### src/rtl/load_store_engine_pkg.sv
// Shared types and helpers for the byte-fed load/store engine.
package load_store_engine_pkg;

  typedef enum logic [2:0] {
    ActNop         = 3'd0,
    ActPushAddress = 3'd1,
    ActPushData    = 3'd2,
    ActClear       = 3'd3,
    ActAccess      = 3'd4
  } act_e;

  typedef enum logic [1:0] {
    ErrNone        = 2'd0,
    ErrMisaligned  = 2'd1,
    ErrIllegalSize = 2'd2,
    ErrTimeout     = 2'd3
  } err_e;

  typedef enum logic [1:0] {
    StIdle    = 2'd0,
    StRequest = 2'd1,
    StDone    = 2'd2
  } state_e;

  localparam logic [1:0] SizeByte       = 2'd0;
  localparam logic [1:0] SizeHalfword   = 2'd1;
  localparam logic [1:0] SizeWord       = 2'd2;
  localparam logic [1:0] SizeDoubleword = 2'd3;

  function automatic logic size_legal(input logic [1:0] size, input int unsigned data_width);
    return (32'd1 << size) <= (data_width / 32'd8);
  endfunction

  // Low address bits that must be zero for a naturally aligned access.
  function automatic logic [2:0] align_mask(input logic [1:0] size);
    return 3'((4'd1 << size) - 4'd1);
  endfunction

endpackage

### src/rtl/load_store_engine_load_extender.sv
// Right-aligned load data narrowed to the access size, then sign- or zero-extended.
module load_extender #(
  parameter int unsigned DATA_WIDTH = 32
) (
  input  logic [DATA_WIDTH-1:0] rdata_i,
  input  logic [1:0]            size_i,
  input  logic                  sign_i,
  output logic [DATA_WIDTH-1:0] ext_o
);

  logic [6:0]            nbits;
  logic [DATA_WIDTH-1:0] keep_mask;
  logic [DATA_WIDTH-1:0] top_shifted;
  logic                  fill;

  always_comb begin
    nbits       = 7'd8 << size_i;
    // Shifting by >= DATA_WIDTH yields zero, so full-width accesses keep every bit.
    keep_mask   = ~({DATA_WIDTH{1'b1}} << nbits);
    top_shifted = rdata_i >> (nbits - 7'd1);
    fill        = top_shifted[0] & sign_i;
    ext_o       = (rdata_i & keep_mask) | ({DATA_WIDTH{fill}} & ~keep_mask);
  end

endmodule

### src/rtl/load_store_engine.sv
// Byte-fed load/store front end: assembles address/data, then runs one request/ack access.
module load_store_engine
  import load_store_engine_pkg::*;
#(
  parameter int unsigned ADDRESS_WIDTH  = 16,
  parameter int unsigned DATA_WIDTH     = 32,
  parameter int unsigned TIMEOUT_CYCLES = 255
) (
  input  logic                     clock,
  input  logic                     reset_n,
  input  logic [2:0]               act,
  input  logic [7:0]               data,
  output logic                     busy,
  output logic                     done,
  output logic [1:0]               error,
  output logic [ADDRESS_WIDTH-1:0] target_address,
  output logic [DATA_WIDTH-1:0]    target_data,
  output logic                     memory_request,
  output logic                     memory_write,
  output logic [1:0]               memory_size,
  output logic [ADDRESS_WIDTH-1:0] memory_address,
  output logic [DATA_WIDTH-1:0]    memory_write_data,
  input  logic                     memory_acknowledge,
  input  logic [DATA_WIDTH-1:0]    memory_read_data
);

  localparam int unsigned CntW = $clog2(TIMEOUT_CYCLES + 1);

  state_e                   state_q, state_d;
  err_e                     err_q, err_d;
  logic [ADDRESS_WIDTH-1:0] addr_q, addr_d;
  logic [DATA_WIDTH-1:0]    tdata_q, tdata_d;
  logic                     write_q, write_d;
  logic                     sign_q, sign_d;
  logic [1:0]               size_q, size_d;
  logic [CntW-1:0]          count_q, count_d;

  logic [3:0]            op;
  logic [DATA_WIDTH-1:0] load_ext;

  assign op = data[3:0];

  load_extender #(
    .DATA_WIDTH(DATA_WIDTH)
  ) u_load_extender (
    .rdata_i(memory_read_data),
    .size_i (size_q),
    .sign_i (sign_q),
    .ext_o  (load_ext)
  );

  always_ff @(posedge clock or negedge reset_n) begin
    if (!reset_n) begin
      state_q <= StIdle;
      err_q   <= ErrNone;
      addr_q  <= '0;
      tdata_q <= '0;
      write_q <= 1'b0;
      sign_q  <= 1'b0;
      size_q  <= SizeByte;
      count_q <= '0;
    end else begin
      state_q <= state_d;
      err_q   <= err_d;
      addr_q  <= addr_d;
      tdata_q <= tdata_d;
      write_q <= write_d;
      sign_q  <= sign_d;
      size_q  <= size_d;
      count_q <= count_d;
    end
  end

  always_comb begin
    state_d = state_q;
    err_d   = err_q;
    addr_d  = addr_q;
    tdata_d = tdata_q;
    write_d = write_q;
    sign_d  = sign_q;
    size_d  = size_q;
    count_d = count_q;
    unique case (state_q)
      StIdle: begin
        case (act_e'(act))
          ActPushAddress: addr_d  = (addr_q << 8) | ADDRESS_WIDTH'(data);
          ActPushData:    tdata_d = (tdata_q << 8) | DATA_WIDTH'(data);
          ActClear: begin
            addr_d  = '0;
            tdata_d = '0;
            err_d   = ErrNone;
          end
          ActAccess: begin
            size_d  = op[1:0];
            write_d = op[2];
            sign_d  = op[3] & ~op[2];
            count_d = '0;
            // Size legality is checked before alignment.
            if (!size_legal(op[1:0], DATA_WIDTH)) begin
              err_d   = ErrIllegalSize;
              state_d = StDone;
            end else if ((addr_q[2:0] & align_mask(op[1:0])) != 3'b000) begin
              err_d   = ErrMisaligned;
              state_d = StDone;
            end else begin
              err_d   = ErrNone;
              state_d = StRequest;
            end
          end
          default: ;
        endcase
      end
      StRequest: begin
        // Acknowledge takes priority over a timeout landing in the same cycle.
        if (memory_acknowledge) begin
          if (!write_q) tdata_d = load_ext;
          count_d = '0;
          state_d = StDone;
        end else if (count_q == CntW'(TIMEOUT_CYCLES - 1)) begin
          err_d   = ErrTimeout;
          count_d = '0;
          state_d = StDone;
        end else begin
          count_d = count_q + 1'b1;
        end
      end
      StDone:  state_d = StIdle;
      default: state_d = StIdle;
    endcase
  end

  always_comb begin
    busy              = (state_q == StRequest);
    done              = (state_q == StDone);
    memory_request    = (state_q == StRequest);
    error             = err_q;
    target_address    = addr_q;
    target_data       = tdata_q;
    memory_write      = memory_request & write_q;
    memory_size       = memory_request ? size_q : SizeByte;
    memory_address    = memory_request ? addr_q : '0;
    memory_write_data = memory_request ? tdata_q : '0;
  end

endmodule

### config.mk
export PLATFORM = sky130hd
export DESIGN_NAME = load_store_engine
export DESIGN_NICKNAME = d
export VERILOG_FILES = /design/src/rtl/load_store_engine_pkg.sv /design/src/rtl/load_store_engine_load_extender.sv /design/src/rtl/load_store_engine.sv
export SDC_FILE = /design/constraint.sdc
export NUM_CORES = 1
export LEC_CHECK = 0
export BUFFER_PORTS_ARGS = -buffer_cell sky130_fd_sc_hd__buf_2
export CAP_MARGIN = 20
export CORE_AREA = 2 2 89 91
export DETAILED_ROUTE_END_ITERATION = 16
export DIE_AREA = 0 0 91 93
export PLACE_DENSITY = 0.85
export RECOVER_POWER = 50
export SETUP_SLACK_MARGIN = 0.05
export SLEW_MARGIN = 40
export SYNTH_ARGS = -nofsm -noshare
export SYNTH_HDL_FRONTEND = slang
export SYNTH_HIERARCHICAL = 1
export SYNTH_SLANG_ARGS = --single-unit
### constraint.sdc
create_clock -name clock -period 4.6 [get_ports clock]
set_input_delay 0.46 -clock clock [delete_from_list [all_inputs] [get_ports clock]]
set_output_delay 0.46 -clock clock [all_outputs]
set_load 0.005 [all_outputs]
Yosys cells after proc, flatten, opt, wreduce, memory -nomap -nowiden
Index checks and enable logic that the tools add are counted.
{"block": "op_classes", "reduce_logical": 10, "n_lt_le_gt_ge": 1, "bitwise_logic": 12, "addsub": 3, "mux": 24, "n_eq_ne": 15, "shifts": 5}
{"operator": "$pmux 32 s2", "n": 2}
{"operator": "$mux 32", "n": 3}
{"operator": "$and 32x32->32", "n": 2}
{"operator": "$not 32->32", "n": 2}
{"operator": "$le 32x3->1 const B", "n": 1}
{"operator": "$or 32x32->32", "n": 1}
{"operator": "$or 32x8->32", "n": 1}
{"operator": "$pmux 16 s2", "n": 1}
{"operator": "$shl 1x2->32 const A", "n": 1}
{"operator": "$shl 32x7->32 const A", "n": 1}
{"operator": "$shr 32x7->1", "n": 1}
{"operator": "$mux 8", "n": 3}
{"operator": "$mux 2", "n": 9}
{"operator": "$mux 16", "n": 1}
{"operator": "$or 16x8->16", "n": 1}
{"operator": "$pmux 8 s2", "n": 1}
{"operator": "$pmux 2 s2", "n": 3}
{"operator": "$ne 3x1->1 const B", "n": 3}
{"operator": "$add 8x1->8 const B", "n": 1}
{"operator": "$eq 8x8->1 const B", "n": 1}
{"operator": "$reduce_and 2->1", "n": 4}
{"operator": "$reduce_and 4->1", "n": 2}
{"operator": "$shl 4x2->7 const A", "n": 1}
{"operator": "$sub 7x1->7 const B", "n": 1}
{"operator": "16 further kinds", "n": 23}
{"block": "word_totals", "reg_bits": 64, "elab_cells": 78, "input_bits": 46}

Logic depth before layout (Yosys ltp)
Gate-level depths: netlist of the first run.
{"block": "logic_depth", "depth_word": 9, "mapped_depth": 8, "ltp_nobuf": 6}

Modules after synthesis
The synthesis of the first run kept the hierarchy.
{"module": "load_store_engine", "cells_per_inst": 400, "seq_area_each_um2": 1601.5, "instances": 1, "area_per_inst_um2": 3573.4}
{"module": "load_extender", "cells_per_inst": 66, "seq_area_each_um2": 0.0, "instances": 1, "area_per_inst_um2": 386.6}

Least setup slack after synthesis of the first run
No wires, ideal clock.
{"block": "synth_timing", "path_type": "register -> output", "startpoint": "reg state_q[1]", "endpoint": "out memory_address[0]", "path_buffers": 4, "path_slack_ns": 2.764, "arrival_time_ns": 1.376, "stages_incl_launch_ff": 8, "path_cell_list": "dfrtp_1 > buf_2 > nand2b_1 > clkbuf_1 > inv_1 > buf_2 > clkbuf_1 > and2_1"}
{"block": "synth_between", "elab_chain_len": 2}
{"element": "start, declared", "line_no": "load_store_engine.sv:29", "source": "state_e state_q, state_d;"}
{"element": "start signal, assigned", "line_no": "load_store_engine.sv:54", "source": "state_q <= StIdle;"}
{"element": "start signal, assigned", "line_no": "load_store_engine.sv:63", "source": "state_q <= state_d;"}
{"element": "$eq 2x1->1", "line_no": "load_store_engine.sv:135", "source": "memory_request = (state_q == StRequest);"}
{"element": "$mux 16", "line_no": "load_store_engine.sv:141", "source": "memory_address = memory_request ? addr_q : '0;"}
{"element": "end, declared", "line_no": "load_store_engine.sv:21", "source": "output logic [ADDRESS_WIDTH-1:0] memory_address,"}
No other way between the ends.

Final worst setup path of the first run
{"block": "layout_timing", "startpoint": "reg state_q[1]", "endpoint": "out memory_write_data[19]"}
{"block": "layout_between", "elab_chain_len": 2}
{"element": "$eq 2x1->1", "line_no": "load_store_engine.sv:135"}
{"element": "$mux 32", "line_no": "load_store_engine.sv:142", "source": "memory_write_data = memory_request ? tdata_q : '0;"}
{"element": "end, declared", "line_no": "load_store_engine.sv:22", "source": "output logic [DATA_WIDTH-1:0] memory_write_data,"}
No other way between the ends.

==> results of run 1 <==
## state kept, by name, indices dropped and copies added (netlist names)
signal	cells
error	2
target_data	32
count_q	8
state_q	2
write_q	1
target_address	16
size_q	2
sign_q	1
## metal layers
layer  GRT usage (%)  up-vias  share of wire [%]
met2            43.1      170                 49
met1            31.5     1788                 42
met4            7.32        0                1.7
met5               0        -                  0
li1                -     1817                  -
met3            6.29       20                7.5
## cell type report
| cell class | instances | area share, % |
|---|---|---|
| flip-flops and latches | 64 | 33.4 |
| clock buffers | 10 | 2.87 |
| clock inverters | 6 | 1.41 |
| repair buffers | 155 | 16.0 |
| multi-input cells | 352 | 43.3 |
| well taps | 102 | 2.66 |
| inverters | 5 | 0.391 |
## power by group through the flow
stage / clock network [W] / registers (W) / logic [W]
5_1_grt: 0.000530 / 0.000977 / 0.000833
6_report: 0.000499 / 0.000946 / 0.000740
2_1_floorplan: 0 / 0.000889 / 0.000504
3_5_place_dp: 0 / 0.000951 / 0.000763
4_1_cts: 0.000506 / 0.000943 / 0.000765
3_3_place_gp: 0 / 0.000944 / 0.000736
## layout by cell type, fill, tap and decap left out, types with 2 or more instances in the layout
cell / instances
sky130_fd_sc_hd__o21ai_2: 10
sky130_fd_sc_hd__nand2b_1: 10
sky130_fd_sc_hd__dfrtp_1: 63
sky130_fd_sc_hd__clkinvlp_4: 2
sky130_fd_sc_hd__a21oi_1: 5
sky130_fd_sc_hd__nand2_1: 90
sky130_fd_sc_hd__buf_2: 129
sky130_fd_sc_hd__ha_1: 2
sky130_fd_sc_hd__buf_4: 4
sky130_fd_sc_hd__o21ai_0: 41
sky130_fd_sc_hd__nor2_1: 37
sky130_fd_sc_hd__inv_1: 4
sky130_fd_sc_hd__a31oi_2: 28
sky130_fd_sc_hd__nor3_1: 3
sky130_fd_sc_hd__nand3_1: 38
sky130_fd_sc_hd__clkbuf_1: 20
sky130_fd_sc_hd__clkbuf_8: 10
sky130_fd_sc_hd__a31oi_1: 7
sky130_fd_sc_hd__nand3b_1: 4
sky130_fd_sc_hd__or3_1: 3
sky130_fd_sc_hd__mux2_2: 2
sky130_fd_sc_hd__and2_1: 51
## cell usage after synthesis (2+ instances only)
cell type / instances
sky130_fd_sc_hd__nand3b_1: 4
sky130_fd_sc_hd__nand2b_1: 10
sky130_fd_sc_hd__nor2_1: 37
sky130_fd_sc_hd__or3_1: 3
sky130_fd_sc_hd__a31oi_1: 7
sky130_fd_sc_hd__nor3_1: 3
sky130_fd_sc_hd__o21ai_2: 10
sky130_fd_sc_hd__clkbuf_1: 27
sky130_fd_sc_hd__buf_6: 9
sky130_fd_sc_hd__buf_2: 7
sky130_fd_sc_hd__nand2_1: 90
sky130_fd_sc_hd__and2_1: 51
sky130_fd_sc_hd__inv_1: 5
sky130_fd_sc_hd__nand3_1: 38
sky130_fd_sc_hd__a31oi_2: 28
sky130_fd_sc_hd__mux2_2: 2
sky130_fd_sc_hd__a21oi_1: 5
sky130_fd_sc_hd__ha_1: 2
sky130_fd_sc_hd__o21ai_0: 41
sky130_fd_sc_hd__dfrtp_1: 64
## cells by family after synthesis
logic type	after synthesis
AND/OR/NAND/NOR	247
AO/OA/AOI/OAI	100
flip-flops	64
buffers and inverters	50
multiplexers	3
adder cells (fa/ha/maj)	2
## through the flow
| step | cell area (um^2) | power [W] |
|---|---|---|
| 2_1_floorplan | 3960 | 0.00139 |
| 3_3_place_gp | 4610 | 0.00168 |
| 3_5_place_dp | 4610 | 0.00171 |
| 4_1_cts | 4820 | 0.00221 |
| 5_1_grt | 4790 | 0.00234 |
| 6_report | 4790 | 0.00218 |
## how the worst max path moves through the flow
| stage | slack (ns) | to | from |
|---|---|---|---|
| floorplan | 2.76 | memory_address[0] | state_q[1] |
| global placement | 2.10 | memory_write_data[28] | state_q[1] |
| detailed placement | 2.02 | memory_write_data[19] | state_q[1] |
| CTS | 1.64 | memory_write_data[19] | state_q[1] |
| global route | 1.47 | memory_write_data[27] | state_q[1] |
| finish | 1.64 | memory_write_data[19] | state_q[1] |
==> flow_metrics.env, run 1 <==
export IMPL_synth_mux_area_share_pct=1.14
export IMPL_synth_flop_cell="sky130_fd_sc_hd__dfrtp_1"
export IMPL_number_of_global_route_vias_before_repair=3608
export IMPL_yosysUniqueCellTypes=43
export IMPL_total_leakage_power_nw=2.30
export IMPL_rr_worst_depth=6
export IMPL_synthCells=466
export IMPL_critical_path_buffers_and_inverters=4
export IMPL_ff_latch_area_um2=1600
export IMPL_synth_largest_type_area_fraction_pct=40.4
export IMPL_worst_slack_ns=1.64
export IMPL_timing_critical_path_cells="nand2b_1 > buf_4 > inv_2 > buf_4 > and2_1 > buf_2"
export IMPL_ys_async_sr_fraction_pct=100
export IMPL_drt_drc_violations_left=0
export IMPL_dieArea_um2=8460
export IMPL_hold_ws_ns=0.184
export IMPL_synth_seq_cells=64
export IMPL_max_clock_path_buffers=2
export IMPL_number_of_antenna_violations_at_the_first_check_in_global_routing=0
export IMPL_synth_simple_gate_area_share_pct=30.6
export IMPL_synth_top_family_by_area="simple AND/OR/NAND/NOR gates"
export IMPL_hold_path_class="primary input to asynchronous set/reset pin"
export IMPL_total_number_of_vias=3795
export IMPL_net_count_after_synthesis=514
export IMPL_power_per_cell_area_nw_per_um2=456
export IMPL_initial_core_util_pct=52.6
export IMPL_drtPass1Iterations=4
export IMPL_power_switching_w=0.000834
export IMPL_grt_overflow=0
export IMPL_period_share_pct=64.3
export IMPL_dp_cells=678
export IMPL_timing_worst_slew_pin_value_ns=1.80
export IMPL_dieHeight_um=93
export IMPL_layout_filler_cells=702
export IMPL_finalSetupTns_ns=0
export IMPL_clock_sinks=64
export IMPL_rr_startpoint="state_q[1]"
export IMPL_cp_slowest_stage_delay_ns=0.51
export IMPL_arrival_ns=2.50
export IMPL_timing_critical_path_depth=6
export IMPL_worstSetupStartpointType="flop"
export IMPL_hold_viol_final=0
export IMPL_xor_xnor_portion_of_the_synthesized_cell_area_pct=0
export IMPL_htree_levels=3
export IMPL_track_usage_pct=25.1
export IMPL_status="finished, violations left"
export IMPL_power_share_combinational_pct=33.9
export IMPL_synth_compound_area_share_pct=20.0
export IMPL_core_util_final_pct=63.7
export IMPL_syn_to_final_growth_pct=21.1
export IMPL_place_ws_ns=2.02
export IMPL_coreArea_um2=7530
export IMPL_final_layout_size_suffix_gt1_share_pct=33.6
export IMPL_routed_wirelength_um=10500
export IMPL_io_pin_count=150
export IMPL_cap_violations=1
export IMPL_global_route_wire_length_before_repair_um=17200
export IMPL_cell_internal_pwr_w=0.00135
export IMPL_synthesis_area_per_instance_um2=8.50
export IMPL_synth_seq_area_share_pct=40.4
export IMPL_netSwitchingFraction_pct=38.2
export IMPL_worst_path_max_fanout=48
export IMPL_numPortBuffers=149
export IMPL_hold_buffers=0
export IMPL_hpwlAfterDp_um=7480
export IMPL_largest_net_degree_at_the_start_of_global_routing=65
export IMPL_clock_tree_root_buffer_cell="sky130_fd_sc_hd__clkbuf_8"
export IMPL_synthesis_area_um2=3960
export IMPL_synth_area_top_cells="sky130_fd_sc_hd__dfrtp_1 40%, sky130_fd_sc_hd__a31oi_2 8.8%, sky130_fd_sc_hd__nand2_1 8.5%"
export IMPL_multi_input_comb_area_um2=2070
export IMPL_cp_end_kind="output port"
export IMPL_fmax_ghz=0.338
export IMPL_netlist_top_cell_by_area="sky130_fd_sc_hd__dfrtp_1"
export IMPL_num_antenna_cells=0
export IMPL_cts_made_buffers=9
export IMPL_postRouteAntennaNets=0
export IMPL_routabilityCongestion=0.863
export IMPL_criticalPathCategory="flop to output port"
export IMPL_max_slew_margin_rel_pct=-20.2
export IMPL_drt_initial_drc_count=132
export IMPL_clock_power_share_pct=22.8
export IMPL_reg2reg_setup_slack_ns=2.35
export IMPL_cts_repair_resized=0
export IMPL_crit_reg2reg_capture="target_data[9]"
export IMPL_cts_tree="yes"
export IMPL_failed_checks="capacitance limit, slew limit"
export IMPL_final_min_clock_period_ns=2.96
export IMPL_setup_viol_count_final=0
export IMPL_slowest_stage="sky130_fd_sc_hd__inv_2"
export IMPL_cts_reportedPaths_clkPinSlew_ns=0.08
export IMPL_final_net_count=635
export IMPL_layoutNonFillerInstCount=694
export IMPL_rows=32
export IMPL_worstSkewPairLatency_ns=0.34
export IMPL_timing_final_max_slew_violations=43
export IMPL_critical_path_top_delay_family="buffers and inverters"
export IMPL_worst_endpoint_required_ns=4.14
export IMPL_wl_per_cell_um=15.1
export IMPL_number_of_flops_mapped_to_enable_cells_by_yosys=0
export IMPL_worst_clock_skew_ns=0.0112
export IMPL_ir_worst_vdd_mv=0.216
export IMPL_yosys_warnings=6
export IMPL_postCtsSetupBuffers=0
export IMPL_path_common_cell="sky130_fd_sc_hd__buf_4"
export IMPL_power_frac_seq_pct=43.3
export IMPL_synth_adder_area_share_pct=0.632
export IMPL_route_detailed_vias_per_inst=5.47
export IMPL_rsz0062_at_grt="false"
export IMPL_die_x_um=91
Power figures use the tool's default switching activity.
==> run 2: changes to the inputs <==
Settings changed: CORE_AREA 2 2 89 91 to 2 2 92 94, DIE_AREA 0 0 91 93 to 0 0 94 96, PLACE_DENSITY 0.85 to 0.8.
Clock period 4.6 ns to 3.01 ns, I/O delays scaled along.
==> run 2 against run 1 <==
The flow still finishes with violations (capacitance limit, slew limit). Sequential power rose by 51%. Largest cell class unchanged. Sequential share of layout area fell by 0.41 points. Largest power group unchanged. Cell count rose by 0.58%.
==> flow_metrics.env, run 2 (same netlist as run 1, synthesis figures left out) <==
export IMPL_status="finished, violations left"
export IMPL_failed_checks="capacitance limit, slew limit"
export IMPL_io_pin_count=150
export IMPL_worst_path_max_fanout=64
export IMPL_fmax_ghz=0.476
export IMPL_htree_levels=3
export IMPL_setup_viol_count_final=0
export IMPL_critical_path_buffers_and_inverters=1
export IMPL_dieHeight_um=96
export IMPL_worst_clock_skew_ns=0.0111
export IMPL_cts_reportedPaths_clkPinSlew_ns=0.07
export IMPL_leading_cell_type_in_the_layout_fill_and_taps_excluded="sky130_fd_sc_hd__buf_2"
export IMPL_cts_tree="yes"
export IMPL_drt_initial_drc_count=168
export IMPL_numPortBuffers=149
export IMPL_timing_critical_path_cells="or3b_4 > a21oi_4 > buf_4 > nor2_1 > a31oi_2"
export IMPL_cell_internal_pwr_w=0.00223
export IMPL_largest_register_ffs=32
export IMPL_layout_filler_cells=732
export IMPL_clock_tree_root_buffer_cell="sky130_fd_sc_hd__clkbuf_8"
export IMPL_arrival_ns=2.36
export IMPL_finalSetupTns_ns=0
export IMPL_hpwlAfterDp_um=7280
export IMPL_largest_net_degree_at_the_start_of_global_routing=86
export IMPL_rr_worst_depth=5
export IMPL_layoutNonFillerInstCount=698
export IMPL_cts_made_buffers=9
export IMPL_grt_overflow=0
export IMPL_reg2reg_setup_slack_ns=0.91
export IMPL_postRouteAntennaNets=0
export IMPL_drt_drc_violations_left=0
export IMPL_timing_worst_slew_pin_value_ns=1.58
export IMPL_timing_final_max_slew_violations=65
export IMPL_timing_critical_path_depth=5
export IMPL_power_per_cell_area_nw_per_um2=722
export IMPL_routabilityCongestion=0.797
export IMPL_critical_path_top_delay_family="buffers and inverters"
export IMPL_rows=33
export IMPL_clock_power_share_pct=26.5
export IMPL_dieArea_um2=9020
export IMPL_rsz0062_at_grt="false"
export IMPL_coreArea_um2=8050
export IMPL_hold_viol_final=0
export IMPL_period_share_pct=69.8
export IMPL_worstSetupStartpointType="flop"
export IMPL_crit_reg2reg_capture="target_data[9]"
export IMPL_wl_per_cell_um=15.0
export IMPL_ir_worst_vdd_mv=0.343
export IMPL_worst_setup_path_startpoint="state_q[0]"
export IMPL_final_min_clock_period_ns=2.10
export IMPL_routed_wirelength_um=10500
export IMPL_die_x_um=94
export IMPL_route_detailed_vias_per_inst=5.27
export IMPL_rr_startpoint="state_q[0]"
export IMPL_initial_core_util_pct=49.2
export IMPL_critPathCapture="target_data[9]"
export IMPL_global_route_wire_length_before_repair_um=16700
export IMPL_cts_repair_resized=0
export IMPL_criticalPathCategory="flop to flop"
export IMPL_dp_cells=682
export IMPL_max_clock_path_buffers=2
export IMPL_cp_end_kind="flop"
export IMPL_number_of_global_route_vias_before_repair=3361
export IMPL_total_number_of_vias=3676
export IMPL_max_slew_margin_rel_pct=-5.01
export IMPL_hold_buffers=0
export IMPL_final_net_count=636
export IMPL_syn_to_final_growth_pct=22.5
export IMPL_cp_slowest_stage_delay_ns=0.60
export IMPL_drtPass1Iterations=4
export IMPL_slowest_stage="sky130_fd_sc_hd__buf_4"
export IMPL_power_share_combinational_pct=32.8
export IMPL_num_antenna_cells=0
export IMPL_track_usage_pct=23.8
export IMPL_clock_sinks=64
export IMPL_layout_cells_most_common_list="126 x sky130_fd_sc_hd__buf_2, 90 x sky130_fd_sc_hd__nand2_1, 64 x sky130_fd_sc_hd__dfrtp_1"
export IMPL_total_leakage_power_nw=2.32
export IMPL_number_of_antenna_violations_at_the_first_check_in_global_routing=0
export IMPL_worstSkewPairLatency_ns=0.35
export IMPL_hold_path_class="primary input to flop"
export IMPL_worst_endpoint_required_ns=3.27
export IMPL_netSwitchingFraction_pct=36.3
export IMPL_power_frac_seq_pct=40.7
export IMPL_final_layout_size_suffix_gt1_share_pct=33.1
export IMPL_postCtsSetupBuffers=0
export IMPL_power_switching_w=0.00127
export IMPL_cap_violations=1
==> run 2: changes by cell type in the layout (fill, tap and decap cells not counted), sizes merged <==
cell / before / now
buf: 135 / 132
bufinv: 1 / 3
clkbuf: 30 / 35
clkinvlp: 2 / 0
inv: 6 / 5
==> run 2: worst min-delay path, stage by stage <==
cell,delay (ns)
sky130_fd_sc_hd__buf_2,0.09
sky130_fd_sc_hd__nand2_1,0.05
sky130_fd_sc_hd__a31oi_1,0.07
==> run 2: worst min path at each step <==
stage	start	end	slack (ns)	depth (start not counted)
after floorplan	reset_n	count_q[0]	0.005	0
after global placement	target_address[11]	target_address[11]	0.48	2
after detailed placement	count_q[7]	count_q[7]	0.48	1
after CTS	reset_n	target_data[26]	0.15	2
after global routing	memory_read_data[1]	target_data[1]	0.22	3
final	memory_read_data[0]	target_data[0]	0.21	3
==> run 2: area by class of cell <==
| class | instances | area [um^2] | share of cell area [%] |
|---|---|---|---|
| Clock buffer | 11 | 141 | 2.91 |
| Clock inverter | 5 | 104 | 2.14 |
| Inverter | 5 | 18.8 | 0.387 |
| Multi-Input combinational cell | 352 | 2070 | 42.8 |
| Sequential cell | 64 | 1600 | 33.0 |
| Tap cell | 105 | 131 | 2.71 |
| Timing Repair Buffer | 156 | 779 | 16.1 |
==> run 2: power groups by stage <==
stage / clock (W) / sequential, W / combinational, W
CTS: 0.000936 / 0.00142 / 0.00119
finish: 0.000928 / 0.00143 / 0.00115
detailed placement: 0 / 0.00144 / 0.00119
global placement: 0 / 0.00142 / 0.00115
global route: 0.000978 / 0.00147 / 0.00130
floorplan: 0 / 0.00136 / 0.000771
==> run 2: metrics by stage <==
| step | hold slack [ns] | utilization, % | setup slack [ns] | power (W) | cell area [um^2] |
|---|---|---|---|---|---|
| after floorplan | 0.00541 | - | 1.33 | 0.00213 | 3960 |
| after global placement | 0.484 | 57.6 | 1.01 | 0.00258 | 4640 |
| after detailed placement | 0.481 | 57.6 | 0.962 | 0.00263 | 4640 |
| after CTS | 0.153 | 60.6 | 0.924 | 0.00355 | 4880 |
| after global routing | 0.217 | 60.2 | 0.805 | 0.00374 | 4850 |
| final | 0.209 | 60.2 | 0.909 | 0.00350 | 4850 |
==> run 2: metal layers <==
metal	vias to the layer above	track usage [%]	share of wire, %
li1	1812	-	-
met1	1705	31.8	45
met2	146	39.6	48
met3	13	3.99	6.2
met4	0	7.85	1.4
met5	-	0	0
